$ cat src/rtl/jtdd_gfx_arb_pkg.sv
// Shared encodings for the video ROM arbiter: client ids, FSM states and
// the width of the object-starvation counter.
package jtdd_gfx_arb_pkg;

  typedef enum logic [1:0] {
    CLI_CHAR = 2'd0,
    CLI_SCR  = 2'd1,
    CLI_OBJ  = 2'd2
  } client_e;

  typedef enum logic [1:0] {
    ST_IDLE      = 2'd0,
    ST_WAIT_ACK  = 2'd1,
    ST_WAIT_DATA = 2'd2
  } state_e;

  localparam int STARVE_W = 4;

endpackage

$ cat src/rtl/jtdd_gfx_slot.sv
// One-word tagged read buffer for a single ROM client. Addresses below
// TAG_LSB select bytes inside the buffered word and are not part of the tag.
module jtdd_gfx_slot #(
  parameter int AW      = 16,
  parameter int TAG_LSB = 0
) (
  input  logic                  clk,
  input  logic                  rst_n,
  input  logic                  cs,
  input  logic [AW-1:0]         addr,
  input  logic                  wr,
  input  logic [AW-TAG_LSB-1:0] wr_tag,
  input  logic [15:0]           din,
  output logic [15:0]           dout,
  output logic                  ok,
  output logic                  pending
);

  localparam int TW = AW - TAG_LSB;

  logic [TW-1:0] tag;
  logic          valid;
  logic          hit;

  always_ff @(posedge clk or negedge rst_n) begin
    if (!rst_n) begin
      tag   <= '0;
      valid <= 1'b0;
      dout  <= '0;
    end else if (wr) begin
      tag   <= wr_tag;
      valid <= 1'b1;
      dout  <= din;
    end
  end

  assign hit     = valid && (addr[AW-1:TAG_LSB] == tag);
  assign ok      = cs && hit;
  assign pending = cs && !hit;

  generate
    if (TAG_LSB > 0) begin : g_lsb
      logic unused_lsb;
      assign unused_lsb = ^addr[TAG_LSB-1:0];
    end
  endgenerate

endmodule

$ cat src/rtl/jtdd_gfx_arb.sv
// Shares one SDRAM read port between the char, scroll and object ROM
// fetchers, with a one-word tagged buffer per client.
module jtdd_gfx_arb
  import jtdd_gfx_arb_pkg::*;
#(
  parameter int                    AW          = 22,
  parameter logic [AW-1:0]         CHAR_OFFSET = 22'h00000,
  parameter logic [AW-1:0]         SCR_OFFSET  = 22'h08000,
  parameter logic [AW-1:0]         OBJ_OFFSET  = 22'h18000,
  parameter logic [STARVE_W-1:0]   STARVE_MAX  = 4'd8
) (
  input  logic          clk,
  input  logic          rst_n,
  input  logic          char_cs,
  input  logic [15:0]   char_addr,
  output logic [7:0]    char_data,
  output logic          char_ok,
  input  logic          scr_cs,
  input  logic [16:0]   scr_addr,
  output logic [15:0]   scr_data,
  output logic          scr_ok,
  input  logic          obj_cs,
  input  logic [18:0]   obj_addr,
  output logic [15:0]   obj_data,
  output logic          obj_ok,
  output logic          sdram_req,
  output logic [AW-1:0] sdram_addr,
  input  logic          sdram_ack,
  input  logic          data_rdy,
  input  logic [15:0]   sdram_din
);

  state_e                state, state_nxt;
  client_e               gnt_sel, gnt_p1;
  logic [18:0]           gnt_word, lat_addr_p1;
  logic [AW-1:0]         gnt_off;
  logic [STARVE_W-1:0]   starve_cnt;
  logic                  char_pend, scr_pend, obj_pend, any_pend, force_obj;
  logic                  wr_char, wr_scr, wr_obj;
  logic [15:0]           char_buf;

  jtdd_gfx_slot #(.AW(16), .TAG_LSB(1)) u_char (
    .clk(clk), .rst_n(rst_n), .cs(char_cs), .addr(char_addr), .wr(wr_char),
    .wr_tag(lat_addr_p1[14:0]), .din(sdram_din), .dout(char_buf),
    .ok(char_ok), .pending(char_pend)
  );

  jtdd_gfx_slot #(.AW(17), .TAG_LSB(0)) u_scr (
    .clk(clk), .rst_n(rst_n), .cs(scr_cs), .addr(scr_addr), .wr(wr_scr),
    .wr_tag(lat_addr_p1[16:0]), .din(sdram_din), .dout(scr_data),
    .ok(scr_ok), .pending(scr_pend)
  );

  jtdd_gfx_slot #(.AW(19), .TAG_LSB(0)) u_obj (
    .clk(clk), .rst_n(rst_n), .cs(obj_cs), .addr(obj_addr), .wr(wr_obj),
    .wr_tag(lat_addr_p1), .din(sdram_din), .dout(obj_data),
    .ok(obj_ok), .pending(obj_pend)
  );

  assign char_data = char_addr[0] ? char_buf[15:8] : char_buf[7:0];

  // Objects jump the fixed priority once they have waited STARVE_MAX grants
  always_comb begin
    any_pend  = char_pend || scr_pend || obj_pend;
    force_obj = obj_pend && (starve_cnt == STARVE_MAX);
    gnt_sel   = CLI_OBJ;
    gnt_word  = obj_addr;
    gnt_off   = OBJ_OFFSET;
    if (!force_obj && char_pend) begin
      gnt_sel  = CLI_CHAR;
      gnt_word = 19'(char_addr[15:1]);
      gnt_off  = CHAR_OFFSET;
    end else if (!force_obj && scr_pend) begin
      gnt_sel  = CLI_SCR;
      gnt_word = 19'(scr_addr);
      gnt_off  = SCR_OFFSET;
    end
  end

  // Request stage: grant, latched tag and SDRAM address
  always_ff @(posedge clk or negedge rst_n) begin
    if (!rst_n) begin
      gnt_p1      <= CLI_CHAR;
      lat_addr_p1 <= '0;
      sdram_addr  <= '0;
      starve_cnt  <= '0;
    end else if (state == ST_IDLE) begin
      if (any_pend) begin
        gnt_p1      <= gnt_sel;
        lat_addr_p1 <= gnt_word;
        sdram_addr  <= gnt_off + AW'(gnt_word);
      end
      if (!obj_pend || gnt_sel == CLI_OBJ)
        starve_cnt <= '0;
      else if (starve_cnt != STARVE_MAX)
        starve_cnt <= starve_cnt + 1'b1;
    end
  end

  always_ff @(posedge clk or negedge rst_n) begin
    if (!rst_n) state <= ST_IDLE;
    else        state <= state_nxt;
  end

  always_comb begin
    state_nxt = state;
    unique case (state)
      ST_IDLE:      if (any_pend)  state_nxt = ST_WAIT_ACK;
      ST_WAIT_ACK:  if (sdram_ack) state_nxt = ST_WAIT_DATA;
      ST_WAIT_DATA: if (data_rdy)  state_nxt = ST_IDLE;
      default:                     state_nxt = ST_IDLE;
    endcase
  end

  always_comb begin
    sdram_req = (state == ST_WAIT_ACK);
    wr_char   = (state == ST_WAIT_DATA) && data_rdy && (gnt_p1 == CLI_CHAR);
    wr_scr    = (state == ST_WAIT_DATA) && data_rdy && (gnt_p1 == CLI_SCR);
    wr_obj    = (state == ST_WAIT_DATA) && data_rdy && (gnt_p1 == CLI_OBJ);
  end

endmodule

$ cat config.mk
export PLATFORM = sky130hd
export DESIGN_NAME = jtdd_gfx_arb
export DESIGN_NICKNAME = d
export VERILOG_FILES = /design/src/rtl/jtdd_gfx_arb_pkg.sv /design/src/rtl/jtdd_gfx_slot.sv /design/src/rtl/jtdd_gfx_arb.sv
export SDC_FILE = /design/constraint.sdc
export NUM_CORES = 1
export LEC_CHECK = 0
export BUFFER_PORTS_ARGS = -buffer_cell sky130_fd_sc_hd__buf_2
export CORE_MARGIN = 5
export CORE_UTILIZATION = 45
export DETAILED_ROUTE_END_ITERATION = 10
export GPL_TIMING_DRIVEN = 0
export PLACE_DENSITY = 0.73
export SKIP_LAST_GASP = 1
export SLEW_MARGIN = 10
export SYNTH_ARGS = -nofsm -noshare
export SYNTH_HDL_FRONTEND = slang
export SYNTH_SLANG_ARGS = --single-unit
$ cat constraint.sdc
create_clock -name clk -period 5.16 [get_ports clk]
set_clock_uncertainty 0.05 [all_clocks]
set_input_delay 0.774 -clock clk [delete_from_list [all_inputs] [get_ports clk]]
set_output_delay 0.774 -clock clk [all_outputs]
set_load 0.01 [all_outputs]
; Word level (Yosys, flattened, before mapping)
; Index checks and enable logic that the tools add are counted.
[classes]
addsub = 2
n_mux = 13
eq_ne = 13
n_reduce_logical = 30
[op_table]
columns = operator, count
row1 = $mux W19, 2
row2 = $mux W17, 2
row3 = $add A22 B19 Y22, 1
row4 = $eq A19 B19 Y1, 1
row5 = $eq A17 B17 Y1, 1
row6 = $logic_and A1 B1 Y1, 16
row7 = $eq A15 B15 Y1, 1
row8 = $mux W2, 5
row9 = $mux W4, 2
row10 = $mux W8, 1
row11 = $eq A2 B2 Y1 const B, 3
row12 = $pmux W2 S3, 1
row13 = $logic_not A1 Y1, 5
row14 = $add A4 B1 Y4 const B, 1
row15 = $eq A2 B1 Y1 const B, 2
row16 = $eq A4 B4 Y1 const B, 1
row17 = $logic_not A2 Y1, 2
row18 = $ne A2 B2 Y1 const B, 2
row19 = $ne A4 B4 Y1 const B, 1
row20 = $reduce_and A2 Y1, 2
row21 = $logic_or A1 B1 Y1, 3
row22 = $reduce_and A3 Y1, 1
row23 = $ne A2 B1 Y1 const B, 1
row24 = $reduce_bool A2 Y1, 1
[totals]
ff_bits = 151
wordCells = 72
output_inout_bits = 66
input_bits = 75

; Longest topological paths before layout
; Gate-level depths: netlist of the first run.
[depth]
word_depth = 13
depth_mapped = 14
mapped_depth_nobuf = 14

; By module
; From an unflattened synthesis of the first run, not the netlist that was laid out.
[hier_totals]
hier_cells = 521
hier_area_um2 = 6505.0
[modules_own_cells]
columns = mod, n_inst, seq_area_each_um2, area_per_inst_um2, cells_each
row1 = jtdd_gfx_arb, 1, 800.8, 2149.6, 229
row2 = jtdd_gfx_slot (u_obj), 1, 900.9, 1542.7, 104
row3 = jtdd_gfx_slot (u_scr), 1, 850.8, 1448.9, 98
row4 = jtdd_gfx_slot (u_char), 1, 800.8, 1363.8, 90

; Worst setup path after synthesis of the first run
; OpenSTA, ideal clock, no wires.
[synth_path]
path_type = input port to flip-flop
from = input port scr_addr[12]
to = register sdram_addr[18]
path_stages = 14
path_buffers = 1
setup_time_ps = 119
required_time_ps = 4991
arrival_time_ps = 3196
path_slack_ps = 1795
path_cell_list = xor2_1 nor4_1 nand3_1 o211ai_4 buf_6 nor2_1 a22oi_1 inv_1 ha_1 and3_1 a21oi_1 o31ai_4 xnor2_1 o2bb2ai_2
[synth_via]
elab_chain_cells = 8
elab_cells_between_ends = 13
cone_classes = add/sub (1) / eq/ne (1) / mux (4) / reduce/logical (7)
[synth_lines]
columns = element, line
row1 = start: declaration, jtdd_gfx_arb.sv:19  ; input logic [16:0] scr_addr,
row2 = $eq A17 B17 Y1, jtdd_gfx_slot.sv:37  ; assign hit = valid && (addr[AW-1:TAG_LSB] == tag);
row3 = $logic_and A1 B1 Y1, jtdd_gfx_slot.sv:37
row4 = $logic_not A1 Y1, jtdd_gfx_slot.sv:39  ; assign pending = cs && !hit;
row5 = $logic_and A1 B1 Y1, jtdd_gfx_slot.sv:39
row6 = $logic_and A1 B1 Y1, jtdd_gfx_arb.sv:73  ; end else if (!force_obj && scr_pend) begin
row7 = $mux W19, jtdd_gfx_arb.sv:73
row8 = $mux W19, jtdd_gfx_arb.sv:69  ; if (!force_obj && char_pend) begin
row9 = named net gnt_word[16], jtdd_gfx_arb.sv:35  ; logic [18:0] gnt_word, lat_addr_p1;
row10 = $add A22 B19 Y22, jtdd_gfx_arb.sv:91  ; sdram_addr <= gnt_off + AW'(gnt_word);
row11 = end signal: assignment, jtdd_gfx_arb.sv:91
row12 = end: declaration, jtdd_gfx_arb.sv:27  ; output logic [AW-1:0] sdram_addr,
; The timed path passes the listed nets, and every way through them passes these cells.
; A chain may end at the register's enable or synchronous reset.

; Worst setup path after layout of the first run
[layout_path]
from = input port scr_addr[4]
to = register sdram_addr[18]
; Same word-level chain as after synthesis.

==> results of run 1 <==
-- routing by layer --
metal,GRT usage [%],up-vias,part of all wire (%)
met2,35.5,155,50
met4,6.66,0,1.5
met3,7.00,18,7.5
met5,0,-,0
li1,-,2107,-
met1,25.3,2332,41
-- sequential cells by signal, indices dropped and copies added, names as in the netlist --
signal	flops
u_char.valid	1
gnt_p1	2
u_char.tag	15
u_obj.dout	16
starve_cnt	4
sdram_addr	5
u_scr.valid	1
lat_addr_p1	19
u_char.dout	16
u_obj.tag	19
state	2
u_obj.valid	1
u_scr.tag	17
u_scr.dout	16
-- final cells by class --
| cell class | count | area, um2 |
|---|---|---|
| inverter | 25 | 93.8 |
| timing repair buffer | 138 | 719 |
| sequential | 134 | 3350 |
| clock buffer | 20 | 457 |
| fill | 1186 | 5970 |
| clock inverter | 12 | 129 |
| multi-input combinational | 312 | 2810 |
| buffer | 38 | 224 |
| tap | 180 | 225 |
-- worst max-delay path by stage --
| stage | cells past startpoint | from | to | slack, ns |
|---|---|---|---|---|
| floorplan | 14 | scr_addr[12] | sdram_addr[18]$_DFFE_PN0P_ | 1.80 |
| global placement | 15 | scr_addr[4] | sdram_addr[18]$_DFFE_PN0P_ | 1.03 |
| detailed placement | 15 | scr_addr[4] | sdram_addr[18]$_DFFE_PN0P_ | 0.89 |
| CTS | 15 | scr_addr[4] | sdram_addr[18]$_DFFE_PN0P_ | 1.27 |
| global route | 15 | scr_addr[4] | sdram_addr[18]$_DFFE_PN0P_ | 1.14 |
| finish | 15 | scr_addr[4] | sdram_addr[18]$_DFFE_PN0P_ | 1.31 |
-- through the flow --
stage | instance area, um2 | total power, mW | setup slack [ns] | util, %
CTS | 8020 | 4.63 | 1.27 | 57.3
finish | 8020 | 4.60 | 1.31 | 57.3
floorplan | 6480 | 2.82 | 1.80 | -
detailed placement | 7430 | 3.42 | 0.892 | 53.1
global placement | 7400 | 3.33 | 1.03 | 52.9
global route | 8020 | 4.86 | 1.14 | 57.3
-- worst max-delay path: stages --
cell       delay (ns)
buf_2            0.12
xor2_1           0.17
nor4_1           0.44
nand3_1          0.24
o211ai_4         0.40
buf_6            0.26
nor2_1           0.09
a22oi_1          0.39
inv_1            0.09
ha_1             0.32
and3_1           0.19
a21oi_1          0.22
o31ai_4          0.12
xnor2_1          0.22
o2bb2ai_2        0.07
-- synthesized netlist by cell type, types with 4 or more instances --
library cell	instances	share of area (%)
nand2b_1	8	0.77
xnor2_1	36	4.9
o21ai_0	9	0.69
o2bb2a_1	8	1.2
nand2_1	5	0.29
nor2_1	21	1.2
nor4_1	5	0.48
nand4_1	9	0.87
dfrtp_1	134	52
o2bb2a_4	7	2.2
buf_4	17	2.0
buf_2	8	0.62
nand3_1	4	0.31
inv_1	24	1.4
clkbuf_1	12	0.69
a21oi_1	19	1.5
mux2_2	107	19
xor2_1	16	2.2
a2bb2oi_1	15	2.0
-- power groups by stage --
stage,clock [mW],sequential (mW),combinational (mW)
global route,1.26,1.93,1.68
global placement,0,1.83,1.50
floorplan,0,1.84,0.973
detailed placement,0,1.87,1.55
finish,1.19,1.86,1.54
CTS,1.21,1.86,1.56
-- kinds of logic after synthesis --
logic type	share of synthesized area (%)
xor gates and xnor gates	7.03
AOI/OAI and AO/OA	11.1
adders and majority gates	0.888
other	0.0579
buffers and inverters	4.90
DFF	51.7
muxes	18.6
and+or+nand+nor	5.70
==> out/results.tsv, run 1 <==
stage	metric	value	unit
run_status	run_status	completed	
pwr	p_sw_share	33.3	%
cts	cts_buffers	17	
pwr	leakage	3.85	nW
critical_path	crit_type	primary input to register	
hold_path	min_path_type	primary input to asynchronous set/reset pin	
flow_run	cap_violations	0	
global_route	grt_pass1_vias	5042	
pwr	seqPwrFrac	40.6	%
global_route	antenna_found_initial	0	
synthesis	async_flop_share	100	%
finish	diodes	0	
route	dr_total_vias	4612	
synthesis	syn_inst	508	
pwr	p_clk_share	26.0	%
sta	drv_slew	0	
sta	rsz0062_at_grt	no	
route	dr.first_iter.drc_count	252	
cts	clkLatencyLatePin	0.42	ns
placed_design	placedCellCount	827	
critical_path	cp_data_required_time	5.42	ns
cts	clkTransAtPathRegs	0.06	ns
synthesis	synth.avg_cell_area	12.8	um2
route	route.antenna.remaining_nets	0	
floorplan	core	0.0140	mm2
finish	mostFrequentLayoutCells	144 x buf_2, 134 x dfrtp_1, 107 x mux2_2, 36 x xnor2_1, 24 x inv_1	
floorplan	die_h	130	um
floorplan	start_util	46.3	%
synthesis	yosysUniqueCellTypes	50	
critical_path	reg2reg_slack	1.37	ns
sta	holdWs	0.215	ns
synthesis	synth-seq-cells	134	
synthesis	synth_edf_count	0	
cts	tritoncts	yes	
route	routed_wl	17200	um
finish	syn2layout_area_growth	23.7	%
cts	cts.path.max_buffers	2	
synthesis	synth_warnings	0	
cts	cts_setup_buffers	0	
critical_path	r2r_start	u_scr.tag[4]$_DFFE_PN0P_	
cts	hold_buffers	0	
pwr	ir_worst_vdd	0.000360	V
synthesis	synth_area	0.00648	mm2
global_route	grt_usage	20.9	%
pwr	internal_power	3.07	mW
pwr	power.net_switching	1.53	mW
cts	clockRootBuffer	clkbuf_16	
sta	fin_tns_setup	0	ns
synthesis	yosysSeqAreaShare	51.7	%
floorplan	io_pins	141	
finish	layout_commonest_cell	buf_2	
route	drc	0	
sta	period_share	74.7	%
critical_path	timing.rr.end	sdram_addr[18]$_DFFE_PN0P_	
pwr	comb_power_share	33.5	%
pwr	powerDensity	574	mW/mm2
cts	cts_sinks	134	
cts	cts_resized	0	
synthesis	synthFlopType	dfrtp_1	
global_route	grt-ovfl-total	0	
sta	tightest_slew	0.996	ns
sta	fmax	0.260	GHz
route	wl_per_cell	20.0	um
floorplan	die_w	130	um
floorplan	die_area	0.0169	mm2
critical_path	crit_fanout	10	
placed_design	port_buffers	137	
critical_path	cp-end-kind	register	
critical_path	start_kind	primary input	
floorplan	fp-row-count	43	
finish	nets	745	
global_route	grt_pass1_wl	26900	um
sta	max-slew-margin-rel	33.4	%
sta	hold_viol	0	
sta	timing.final.crit_period	3.85	ns
finish	fin_cells	859	
cts	cts_max_level	4	
route	viasPerCell	5.37	
sta	setup_violations	0	
global_route	grt_max_degree	93	
finish	drive_gt1_share	47.4	%
critical_path	r2r_cells	14	
placed_design	hpwlAfterDp	12600	um
critical_path	arrival	4.11	ns
route	dr.pass1.iters	4	
placed_design	place_congestion	0.846	
No activity file was read; power rests on OpenSTA's default activity.
==> run 2: changes to the inputs <==
clock period = 3.7 ns   (was 5.16 ns; I/O delays follow)
==> out/results.tsv, run 2 (synthesis results as in run 1) <==
stage	metric	value	unit	change
run_status	run_status	finished with violations		
run_status	violations	hold timing		
pwr	ir_worst_vdd	0.000507	V	+41%
global_route	grt-ovfl-total	0		unchanged
global_route	antenna_found_initial	0		unchanged
sta	max-slew-margin-rel	33.4	%	about the same
critical_path	crit_type	register to register		
route	routed_wl	17300	um	+0.77%
floorplan	die_area	0.0169	mm2	unchanged
critical_path	critPathBufInv	2		-1
sta	period_share	96.0	%	
global_route	grt_max_degree	93		unchanged
critical_path	cp_data_required_time	3.96	ns	-1.46 ns
cts	clkLatencyLatePin	0.42	ns	about the same
cts	cts_buffers	17		unchanged
route	wl_per_cell	20.1	um	+0.31%
sta	drv_slew	0		unchanged
critical_path	cpMaxStageDelayCell	dfrtp_1		
route	dr.pass1.iters	4		unchanged
sta	fin_tns_setup	0	ns	unchanged
cts	cts.path.max_buffers	2		unchanged
pwr	powerDensity	796	mW/mm2	+39%
global_route	grt_usage	21.0	%	about the same
finish	syn2layout_area_growth	24.5	%	
sta	timing.final.crit_period	3.55	ns	
cts	cts_max_level	4		unchanged
critical_path	arrival	3.81	ns	-0.30 ns
sta	setup_violations	0		unchanged
sta	rsz0062_at_grt	no		
cts	clkTransAtPathRegs	0.06	ns	about the same
floorplan	fp-row-count	43		unchanged
hold_path	min_path_type	primary input to asynchronous set/reset pin		
finish	layout_commonest_cell	buf_2		
critical_path	cp_cell_sequence	xnor2_1 > nand4_1 > nor3_4 > a21oi_2 > a21oi_4 > inv_2 > a22oi_2 > inv_1 > ha_1 > and3_1 > a21oi_1 > o31ai_4 > xnor2_1 > o2bb2ai_2		
critical_path	cp-end-kind	register		
placed_design	port_buffers	137		unchanged
floorplan	die_h	130	um	unchanged
placed_design	place_congestion	0.846		unchanged
global_route	grt_pass1_vias	5052		+0.20%
sta	holdWs	-0.000443	ns	-0.215 ns
route	dr_total_vias	4645		+0.72%
route	drc	0		unchanged
finish	mostFrequentLayoutCells	144 x buf_2, 134 x dfrtp_1, 107 x mux2_2, 36 x xnor2_1, 24 x inv_1		
floorplan	start_util	46.3	%	unchanged
global_route	grt_pass1_wl	26900	um	+0.10%
route	route.antenna.remaining_nets	0		unchanged
critical_path	cp_top_family	compound AO/OA/AOI/OAI gates		
floorplan	die_w	130	um	unchanged
critical_path	critical_path.max_stage_delay	0.38	ns	-0.06 ns
critical_path	crit_fanout	10		unchanged
route	dr.first_iter.drc_count	235		-6.7%
placed_design	hpwlAfterDp	12600	um	unchanged
cts	tritoncts	yes		
floorplan	core	0.0140	mm2	unchanged
route	viasPerCell	5.38		+0.25%
cts	hold_buffers	0		unchanged
finish	drive_gt1_share	48.0	%	+0.60 points
finish	reg_top3	lat_addr_p1 (19), u_obj.tag (19), u_scr.tag (17)		
finish	diodes	0		unchanged
sta	tightest_slew	0.996	ns	+0.0000126 ns
cts	cts_sinks	134		unchanged
cts	clockRootBuffer	clkbuf_16		
critical_path	start_kind	register		
critical_path	cp_common_cell	xnor2_1		
finish	nets	749		+0.54%
floorplan	io_pins	141		unchanged
flow_run	cap_violations	0		unchanged
sta	hold_viol	1		+1
sta	fmax	0.281	GHz	
pwr	leakage	3.89	nW	+0.88%
run 2: changes by cell type in the layout (fill, tap and decap cells not counted), sizes merged:
cell	before	now
buf	164	168
run 2: layer usage:
metal / vias to the layer above / wire length, um / track usage (%)
met2: 174 / 8710 / 35.5
met4: 0 / 257 / 6.66
met1: 2343 / 6960 / 25.3
li1: 2110 / - / -
met3: 18 / 1400 / 7.00
met5: - / 0 / 0
run 2: cell type report:
class / instances / area [um2]
well taps: 180 / 225
repair buffers: 142 / 749
fillers: 1177 / 5920
flip-flops and latches: 134 / 3350
clock inverters: 12 / 129
multi-input cells: 312 / 2840
clock buffers: 20 / 457
inverters: 25 / 93.8
plain buffers: 38 / 224
run 2: worst register-to-register path: stages, from the launching register on:
cell       delay (ns)
dfrtp_1          0.38
xnor2_1          0.34
nand4_1          0.29
nor3_4           0.25
a21oi_2          0.23
a21oi_4          0.26
inv_2            0.11
a22oi_2          0.31
inv_1            0.08
ha_1             0.31
and3_1           0.19
a21oi_1          0.22
o31ai_4          0.12
xnor2_1          0.22
o2bb2ai_2        0.07
run 2: final timing paths:
check	start	to	slack (ns)	cells after the start
worst min-delay path	rst_n	u_scr.dout[11]$_DFFE_PN0P_	-0.0004	1
worst min register to register	u_char.valid$_DFFE_PN0P_	u_char.valid$_DFFE_PN0P_	0.43	1
worst max-delay path	u_obj.tag[18]$_DFFE_PN0P_	sdram_addr[18]$_DFFE_PN0P_	0.15	14
max in group asynchronous	rst_n	u_scr.tag[9]$_DFFE_PN0P_	2.80	2
min in group clk	data_rdy	state[1]$_DFFE_PN0P_	0.30	2
worst max register to register	u_obj.tag[18]$_DFFE_PN0P_	sdram_addr[18]$_DFFE_PN0P_	0.15	14
run 2: power by group:
part	leakage (nW)	total (mW)	internal, mW	switching, mW
logic	1.92	2.16	1.13	1.03
registers	1.68	2.60	2.13	0.470
clock network	0.282	1.66	1.02	0.640
run 2: per-stage QoR:
| stage | std cells | utilization (%) | setup WS [ns] | area, um2 | power [mW] |
|---|---|---|---|---|---|
| global route | 863 | 57.7 | 0.0392 | 8070 | 6.79 |
| detailed placement | 827 | 53.1 | -0.349 | 7430 | 4.77 |
| global placement | 826 | 52.9 | -0.213 | 7400 | 4.65 |
| CTS | 859 | 57.4 | 0.0581 | 8030 | 6.46 |
| floorplan | 509 | - | 0.554 | 6480 | 3.93 |
| finish | 863 | 57.7 | 0.147 | 8070 | 6.43 |
run 2: timing repair:
action / CTS / global route
pin swaps: 0 / 2
resized for setup: 2 / 3
hold endpoints to repair: 0 / 0
endpoints found under the setup margin: 1 / 1
buffers inserted: 0 / 4
==> run 3: changes to the inputs <==
ABC_AREA = 1   (was default)
clock period = 4.5 ns   (was 3.7 ns; I/O delays follow)
==> out/results.tsv, run 3 <==
stage	metric	value	unit	change
synthesis	syn_inst	881		+73%
synthesis	synth_top_cells_by_count	279 x nand2_1, 134 x dfrtp_1, 129 x inv_1		
flow_run	cap_violations	0		unchanged
floorplan	die_h	133	um	+2.3%
global_route	antenna_found_initial	2		+2
cts	cts_max_level	4		unchanged
floorplan	io_pins	141		unchanged
pwr	p_clk_share	26.7	%	+0.8 points
critical_path	crit_fanout	8		-2
pwr	leakage	4.58	nW	+18%
route	routed_wl	20800	um	+20%
finish	nets	1118		+49%
pwr	ir_worst_vdd	0.000372	V	-27%
cts	cts_buffers	17		unchanged
finish	fin_area	0.00838	mm2	+3.8%
floorplan	die_area	0.0177	mm2	+4.7%
critical_path	cp-end-kind	register		
synthesis	synth_top_area_share	49.2	%	-2.5 points
placed_design	placed_cell_area	0.00777	mm2	+4.5%
sta	holdWs	0.234	ns	+0.235 ns
synthesis	yosysMostFrequentCell	nand2_1		
sta	period_share	65.5	%	
synthesis	synthTopCellsByArea	dfrtp_1 49%, nand2_1 15%, o21ai_0 7.4%, inv_1 7.1%, nor2_1 3.6%		
pwr	p_sw_share	37.9	%	+4.6 points
sta	rsz0062_at_grt	no		
sta	fin_tns_setup	0	ns	unchanged
pwr	comb_power_share	34.3	%	+0.6 points
finish	fin_cells	1239		+44%
finish	reg_top3	lat_addr_p1 (19), u_obj.tag (19), u_scr.tag (17)		
synthesis	synth_area	0.00681	mm2	+5.1%
cts	clockRootBuffer	clkbuf_16		
pwr	internal_power	3.36	mW	-22%
synthesis	synthFlopType	dfrtp_1		
global_route	grt_usage	23.7	%	+2.8 points
synthesis	async_flop_share	100	%	unchanged
placed_design	placedCellCount	1208		+46%
route	drc	0		unchanged
cts	tritoncts	yes		
global_route	grt_busiest_layer	met2		
sta	tightest_slew	0.760	ns	-0.236 ns
synthesis	synth_area_leader_cell	dfrtp_1		
critical_path	crit_type	primary input to register		
critical_path	cp_data_required_time	4.78	ns	+0.82 ns
critical_path	arrival	3.22	ns	-0.59 ns
cts	cts_setup_buffers	0		unchanged
pwr	powerDensity	645	mW/mm2	-19%
floorplan	start_util	45.3	%	-1.0 points
global_route	met2_usage	36.1	%	+0.63 points
synthesis	yosysSeqAreaShare	49.2	%	-2.5 points
finish	layout_commonest_cell	nand2_1		
placed_design	hpwlAfterDp	15700	um	+25%
run_status	run_status	completed		
global_route	use_met1	33.0	%	+7.7 points
synthesis	yosysUniqueCellTypes	44		-12%
sta	hold_viol	0		-1
route	wl_per_cell	16.8	um	-17%
route	dr.pass1.iters	5		+1
route	viasPerCell	5.09		-5.5%
pwr	power.net_switching	2.05	mW	-4.2%
sta	max-slew-margin-rel	49.3	%	+16 points
cts	hold_buffers	0		unchanged
floorplan	core	0.0150	mm2	+7.5%
sta	fmax	0.339	GHz	
cts	cts.path.max_buffers	2		unchanged
finish	mostFrequentLayoutCells	279 x nand2_1, 139 x buf_2, 134 x dfrtp_1, 129 x inv_1, 100 x o21ai_0		
cts	cts_resized	0		-2
sta	timing.final.crit_period	2.95	ns	
finish	syn2layout_area_growth	23.1	%	
route	route.antenna.remaining_nets	0		unchanged
global_route	grt_max_degree	77		-17%
floorplan	fp-row-count	45		+4.7%
finish	diodes	0		unchanged
cts	cts_sinks	134		unchanged
route	dr.first_iter.drc_count	519		+120%
global_route	grt-ovfl-total	0		unchanged
finish	drive_gt1_share	21.2	%	-27 points
sta	setup_violations	0		unchanged
pwr	seqPwrFrac	39.0	%	-1.5 points
synthesis	synth-seq-cells	134		unchanged
synthesis	synth_edf_count	0		unchanged
sta	drv_slew	0		unchanged
placed_design	port_buffers	137		unchanged
global_route	grt_pass1_vias	6238		+23%
placed_design	place_congestion	0.904		+6.8%
global_route	grt_pass1_wl	32700	um	+22%
synthesis	synth.avg_cell_area	7.73	um2	-39%
critical_path	start_kind	primary input		
synthesis	synth_warnings	0		unchanged
floorplan	die_w	133	um	+2.3%
route	dr_total_vias	6303		+36%
hold_path	min_path_type	primary input to asynchronous set/reset pin		
global_route	gr-usage-met3	5.93	%	-1.1 points
cts	clkLatencyLatePin	0.42	ns	about the same
cts	clkTransAtPathRegs	0.06	ns	about the same
-- run 3: cell types whose count changed after synthesis, moves of 8 or more --
| cell | before | now |
|---|---|---|
| nand2_1 | 5 | 279 |
| inv_1 | 24 | 129 |
| mux2_2 | 107 | 6 |
| o21ai_0 | 9 | 100 |
| nor2_1 | 21 | 65 |
| xnor2_1 | 36 | 5 |
| nand3_1 | 4 | 20 |
| a2bb2oi_1 | 15 | 0 |
| xor2_1 | 16 | 3 |
| o21ai_1 | 0 | 11 |
| a21oi_1 | 19 | 11 |
| nand2b_1 | 8 | 0 |
| o2bb2a_1 | 8 | 0 |
-- run 3: worst max-delay path, stage by stage --
cell and delay [ns]:
buf_2 0.09, inv_1 0.13, o21ai_1 0.09, nor2_1 0.10, nand2_1 0.05, nor2_1 0.16, nand3_1 0.22, nand3_2 0.22
nand2_4 0.11, nor2_4 0.24, nand2_1 0.12, o21ai_2 0.08, inv_1 0.09, fa_1 0.41, or2_1 0.26, o31ai_2 0.17
-- run 3: layout make-up --
type                       count  area [um2]
tap                          188         235
timing repair buffer         138         719
fill                        1370        6650
buffer                        42         251
multi-input combinational    571        2700
sequential                   134        3350
clock inverter                13         174
clock buffer                  18         439
inverter                     135         507
-- run 3: final timing paths --
check	startpoint	to	slack [ns]	cells after the start
worst max register to register	u_obj.tag[1]$_DFFE_PN0P_	sdram_addr[19]$_DFFE_PN0P_	1.57	15
worst min-delay path	rst_n	u_obj.dout[4]$_DFFE_PN0P_	0.23	1
worst min register to register	sdram_addr[17]$_DFFE_PN0P_	sdram_addr[17]$_DFFE_PN0P_	0.42	2
min in group clk	sdram_ack	state[0]$_DFFE_PN0P_	0.39	2
max in group asynchronous	rst_n	lat_addr_p1[17]$_DFFE_PN0P_	3.40	2
worst max-delay path	obj_addr[3]	sdram_addr[19]$_DFFE_PN0P_	1.55	16
-- run 3: power groups by stage --
| stage | clock [mW] | sequential, mW | combinational [mW] |
|---|---|---|---|
| floorplan | 0 | 2.04 | 1.19 |
| global placement | 0 | 2.09 | 1.79 |
| detailed placement | 0 | 2.10 | 1.84 |
| CTS | 1.45 | 2.09 | 1.86 |
| global route | 1.50 | 2.16 | 2.09 |
| finish | 1.45 | 2.11 | 1.86 |
-- run 3: per-stage QoR --
stage / utilization (%) / power, mW / setup WS, ns
3_5_place_dp: 51.7 / 3.95 / 1.14
5_1_grt: 55.7 / 5.76 / 1.43
2_1_floorplan: - / 3.23 / 1.79
3_3_place_gp: 51.4 / 3.88 / 0.839
6_report: 55.7 / 5.41 / 1.55
4_1_cts: 55.7 / 5.41 / 1.57
-- run 3: cell families after synthesis --
group	count (synthesis)	share of synthesized area, %
AOI/OAI and AO/OA	153	12.7
xor gates and xnor gates	8	1.03
adders and majority gates	4	0.845
buffers and inverters	177	11.1
DFF	134	49.2
muxes	6	0.992
other	1	0.0551
and+or+nand+nor	398	24.0
-- run 3: metal layers --
layer | vias up | wire (um)
met5 | - | 14
met4 | 4 | 534
met3 | 46 | 1830
met2 | 257 | 9170
met1 | 2928 | 9210
li1 | 3068 | -
